`src/rtl/fc_layer_sequencer.sv`:
```
// fc_layer_sequencer: serial activation loader, settle/capture timer and requantizing result streamer for one FC layer
module fc_layer_sequencer #(
    parameter int WIDTH   = 8,
    parameter int IN      = 128,
    parameter int NEURONS = 10,
    parameter int SUM_W   = 23,
    parameter int SHIFT   = 7,
    parameter int SETTLE  = 2
) (
    input  logic                         clk,
    input  logic                         rst,
    input  logic [WIDTH-1:0]             in_data,
    input  logic                         in_valid,
    input  logic                         in_last,
    output logic                         in_ready,
    output logic [IN*WIDTH-1:0]          x_bus,
    input  logic [NEURONS*SUM_W-1:0]     z_bus,
    output logic [WIDTH-1:0]             out_data,
    output logic [$clog2(NEURONS)-1:0]   out_idx,
    output logic                         out_valid,
    output logic                         out_last,
    input  logic                         out_ready,
    output logic                         busy,
    output logic                         err
);
    localparam int IW = $clog2(IN);
    localparam int OW = $clog2(NEURONS);
    localparam int CW = $clog2(SETTLE + 2);
    localparam logic [SUM_W:0] RND  = (SUM_W+1)'((1 << SHIFT) >> 1);
    localparam logic [SUM_W:0] MAXV = (SUM_W+1)'((1 << WIDTH) - 1);

    typedef enum logic {S_FILL, S_WAIT} state_t;

    state_t            state, state_nxt;
    logic [IW-1:0]     idx;
    logic [CW-1:0]     cnt;
    logic [WIDTH-1:0]  res [NEURONS];
    logic [OW-1:0]     nidx;
    logic              accept, at_end, capture;

    function automatic logic [WIDTH-1:0] rq(input logic [SUM_W-1:0] z);
        logic [SUM_W:0] r;
        r = {1'b0, z} + RND;
        r = r >> SHIFT;
        return (r > MAXV) ? MAXV[WIDTH-1:0] : r[WIDTH-1:0];
    endfunction

    assign accept  = in_valid & in_ready;
    assign at_end  = idx == IW'(IN - 1);
    assign capture = state == S_WAIT && cnt == '0 && !out_valid;
    assign nidx    = out_idx + 1'b1;

    always_ff @(posedge clk)
        state <= rst ? S_FILL : state_nxt;

    always_comb
        state_nxt = state == S_FILL ? ((accept && at_end) ? S_WAIT : S_FILL)
                                    : (capture ? S_FILL : S_WAIT);

    always_comb begin
        in_ready = !rst && state == S_FILL;
        busy     = idx != '0 || state == S_WAIT || out_valid;
        out_last = out_valid && out_idx == OW'(NEURONS - 1);
    end

    always_ff @(posedge clk) begin
        if (rst) begin
            idx       <= '0;
            cnt       <= '0;
            x_bus     <= '0;
            err       <= 1'b0;
            out_valid <= 1'b0;
            out_idx   <= '0;
            out_data  <= '0;
            for (int n = 0; n < NEURONS; n++) res[n] <= '0;
        end else begin
            err <= 1'b0;
            if (accept) begin
                x_bus[idx*WIDTH +: WIDTH] <= in_data;
                idx <= (at_end || in_last) ? '0 : idx + 1'b1;
                err <= at_end ? !in_last : in_last;
                if (at_end) cnt <= CW'(SETTLE);
            end else if (state == S_WAIT && cnt != '0) begin
                cnt <= cnt - 1'b1;
            end
            // capture waits for an idle output side so undrained results are never overwritten
            if (capture) begin
                for (int n = 0; n < NEURONS; n++) res[n] <= rq(z_bus[n*SUM_W +: SUM_W]);
                out_valid <= 1'b1;
                out_idx   <= '0;
                out_data  <= rq(z_bus[SUM_W-1:0]);
            end else if (out_valid && out_ready) begin
                out_valid <= !out_last;
                out_idx   <= out_last ? '0 : nidx;
                out_data  <= out_last ? res[0] : res[nidx];
            end
        end
    end
endmodule

```
`config.mk`:
```
export PLATFORM = sky130hd
export DESIGN_NAME = fc_layer_sequencer
export DESIGN_NICKNAME = d
export VERILOG_FILES = /design/src/rtl/fc_layer_sequencer.sv
export SDC_FILE = /design/constraint.sdc
export NUM_CORES = 2
export LEC_CHECK = 0
export CAP_MARGIN = 20
export CORE_AREA = 4 4 496 498
export CTS_CLUSTER_DIAMETER = 200
export DETAILED_ROUTE_END_ITERATION = 16
export DIE_AREA = 0 0 500 502
export HOLD_SLACK_MARGIN = 0.1
export PLACE_DENSITY_LB_ADDON = 0.2
export SYNTH_ARGS = -nofsm -noshare
export SYNTH_HDL_FRONTEND = slang
export SYNTH_SLANG_ARGS = --single-unit
```
`constraint.sdc`:
```
create_clock -name clk -period 13.3 [get_ports clk]
set_clock_uncertainty 0.2 [all_clocks]
set_input_delay 1.33 -clock clk [delete_from_list [all_inputs] [get_ports clk]]
set_output_delay 1.33 -clock clk [all_outputs]
set_load 0.005 [all_outputs]
```
==> impl_metrics.py <==
metrics = {
    "detailed_routing": {
        "detail_route.first_pass.iterations": 6,
        "drc": 0,
        "drt-wirelength-per-cell_um": 27.59,
        "routed_wl_um": 268200,
        "vias_per_cell": 4.517,
        "drt_iter0_drc": 2778,
        "postRouteAntennaNets": 0,
        "vias": 43901,
    },
    "layout": {
        "area_delta_synth_final_pct": 44.64,
        "finalNetCount": 6659,
        "layout-drive-gt1-share": 0.07436,
        "instances_no_fill": 9720,
    },
    "place": {
        "dp_hpwl_um": 202100,
        "io_buffer_count": 1223,
        "post-place-ws_ns": 7.729,
        "numPlacedInstances": 9450,
        "gp_congestion": 0.8635,
    },
    "critical_path": {
        "r2r-start": "idx[0]",
        "crit_chain": "inv_1, ha_1, nand2b_1, nor4_1, ha_1, nand2_1, or3_4, buf_4, nor3_2, mux2i_1, nor2_1",
        "reg2reg_to": "x_bus[48]",
        "worstPathRequired_ns": 13.78,
        "start_kind": "flop",
        "end_kind": "flop",
        "timing_worst_setup_path_type": "flop to flop",
        "rr_worst_depth": 11,
        "reg2reg_slack_ns": 7.88,
        "cp_slowest_cell": "nor3_2",
        "arrival_ns": 5.90,
        "cp_common_cell": "ha_1",
        "critPathMaxStageDelay_ns": 0.84,
        "crit_fanout": 23,
    },
    "run": {
        "max_cap_viol_count": 0,
    },
    "power_and_ir_drop": {
        "power_switching_share": 0.2494,
        "p_leak_nw": 22.38,
        "p_int_mw": 5.989,
        "p_per_area_nw_per_um2": 117.9,
        "p_comb_frac": 0.048,
        "max-vdd-ir-drop_mv": 0.08071,
        "net-switching-power_mw": 1.990,
        "p_seq_frac": 0.430,
        "power_frac_clock": 0.522,
        "total_power_mw": 7.980,
    },
    "timing": {
        "min_period_over_period": 0.4074,
        "period_needed_ns": 5.418,
        "final.setup.tns_ns": 0,
        "rsz0062_at_grt": "false",
        "max_slew_margin": 0.2591,
        "maxSlewViolCount": 0,
        "setup_viol": 0,
        "finalHoldViolCount": 0,
        "fmax_mhz": 184.6,
        "layout_setup_ws_ns": 7.882,
        "worst_pin_slew_ns": 1.111,
    },
    "floorplanning": {
        "row_count": 181,
        "die-width_um": 500,
        "fp.dieH_um": 502,
        "core-area_um2": 242100,
        "die-area_um2": 251000,
        "io-pin-count": 1284,
        "start_util": 0.1933,
    },
    "cts": {
        "post_cts_resize_count": 0,
        "hold_buffers": 0,
        "cts-root-buf": "clkbuf_16",
        "cts_buffers": 144,
        "cts_buffer_depth": 3,
        "clk_pin_slew_ns": 0.06,
        "cts_tree": "done",
        "clock_sinks": 1128,
        "cts_max_level": 4,
        "postCtsSetupBuffers": 0,
        "insertion_delay_ns": 0.81,
    },
    "yosys": {
        "synth-edff-count": 80,
        "syn-num-nets": 5563,
        "ys_ff_latch": 1128,
        "synthFlopType": "dfxtp_1",
        "synth.top_cell.area_share": 0.4484,
        "avgSynthCellArea_um2": 8.822,
        "yosysSeqAreaShare": 0.4998,
        "netlist_instances": 5303,
        "syn_area_um2": 46780,
        "synthTopCellsByArea": "dfxtp_1 45%, mux2i_1 7.6%, nand2_1 5.7%, edfxtp_1 5.1%, nor2_1 4.9%",
        "ys_types": 71,
        "yosys.area.top_type": "dfxtp_1",
        "yosys_warnings": 0,
        "synth-async-reset-ratio": 0,
    },
    "global_route": {
        "grt_pass1_vias": 42620,
        "grt_pass1_wl_um": 359800,
        "antenna_found_initial": 22,
        "grt_max_degree": 106,
        "grt_usage": 0.2038,
        "overflow": 0,
    },
    "worst_hold_path": {
        "worstHoldPathType": "flop to flop",
        "hp-start": "x_bus[644]",
        "hold_path_depth": 2,
        "whs_endpoint": "x_bus[644]",
    },
    "run_status": {
        "status": "finished clean",
    },
}
[cells in the mapped netlist (5+ instances only)]
master	number
mux4_2	16
nor2_1	606
xnor2_1	42
or2_2	7
nor3_2	31
nand2b_1	234
and4_1	7
and3_1	47
a31oi_1	17
o21ai_1	10
a211o_1	9
nand3b_1	194
o31ai_1	112
buf_1	28
nand3_1	332
clkbuf_1	293
o21ai_0	278
nor4_1	13
nand2_1	708
or4_1	8
a211oi_1	6
xor2_1	43
inv_1	33
edfxtp_1	80
mux2i_1	353
buf_2	54
ha_1	17
dfxtp_1	1048
nand4_1	57
nor3_4	22
nor2_2	5
a21oi_1	408
nor3_1	66
or3_1	35
a221oi_1	7
and2_1	8
[stage by stage]
step | hold WS, ns | utilization | cell area [um^2]
floorplan | 0.2318 | - | 46780
global placement | 0.2381 | 0.2583 | 62530
detailed placement | 0.2469 | 0.2584 | 62550
CTS | 0.2551 | 0.2793 | 67620
global route | 0.2702 | 0.2794 | 67650
finish | 0.2521 | 0.2795 | 67670
[layout by cell type (no fill, tap or decap), types with 144 or more instances in the layout]
cell type	synthesis	layout
clkdlybuf4s50_1	0	1214
dfxtp_1	1048	1047
nand2_1	708	707
nor2_1	606	601
a21oi_1	408	406
mux2i_1	353	353
nand3_1	332	329
o21ai_0	278	278
nand2b_1	234	233
nand3b_1	194	194
clkbuf_16	0	144
[kinds of logic (layout without fill, tap and decap cells)]
group / after synthesis / in the layout / synth area share
AND/OR/NAND/NOR: 2394 / 2394 / 0.2530
adder cells (fa/ha/maj): 17 / 17 / 0.004546
buffers and inverters: 414 / 1620 / 0.03546
other: 0 / 9 / 0
AO/OA/AOI/OAI: 893 / 893 / 0.1072
flip-flops: 1128 / 1128 / 0.4998
multiplexers: 371 / 371 / 0.08371
XOR/XNOR: 86 / 86 / 0.01626
[worst max-delay path: cells and delay by family (launching register included)]
family	cells	cell delay, ns
and+or+nand+nor	6	2.19
buffers and inverters	2	0.64
adders and majority gates	2	1.17
DFF	1	0.76
muxes	1	0.28
[registers in the layout, summed over array words and instances, names as in the netlist, 2 cells and up]
name      count
out_idx       4
idx           7
out_data      8
cnt           2
x_bus      1024
res          80
[power groups by stage]
stage               sequential [mW]  combinational [mW]  clock [mW]
floorplan                      3.50               0.173           0
global placement               3.50               0.394           0
detailed placement             3.50               0.395           0
CTS                            3.43               0.396        4.28
global route                   3.43               0.413        4.41
finish                         3.43               0.386        4.16
[layer usage]
layer | GRT usage | wire (um) | share of wire | up-vias
li1 | - | - | - | 20611
met1 | 0.2331 | 105600 | 0.39 | 21432
met2 | 0.3610 | 133200 | 0.50 | 1533
met3 | 0.06306 | 20480 | 0.076 | 317
met4 | 0.06418 | 8789 | 0.033 | 8
met5 | 0 | 36 | 0.00013 | -
[cell type report]
type                    count  area [um^2]
inverters                  33        123.9
flip-flops and latches   1128        23380
diodes                      9        22.52
repair buffers           1331        13020
clock inverters            53        909.6
well taps                3202         4006
fillers                 25811       174400
clock buffers             203         4155
multi-input cells        3761        22050
[worst max path at each step]
stage / startpoint / end / slack (ns)
2_1_floorplan: rst / out_data[0] / 8.16
3_3_place_gp: rst / x_bus[885] / 7.83
3_5_place_dp: rst / x_bus[885] / 7.73
4_1_cts: idx[0] / x_bus[48] / 7.78
5_1_grt: idx[0] / x_bus[178] / 7.52
6_report: idx[0] / x_bus[48] / 7.88
(Power assumes the default switching activity.)
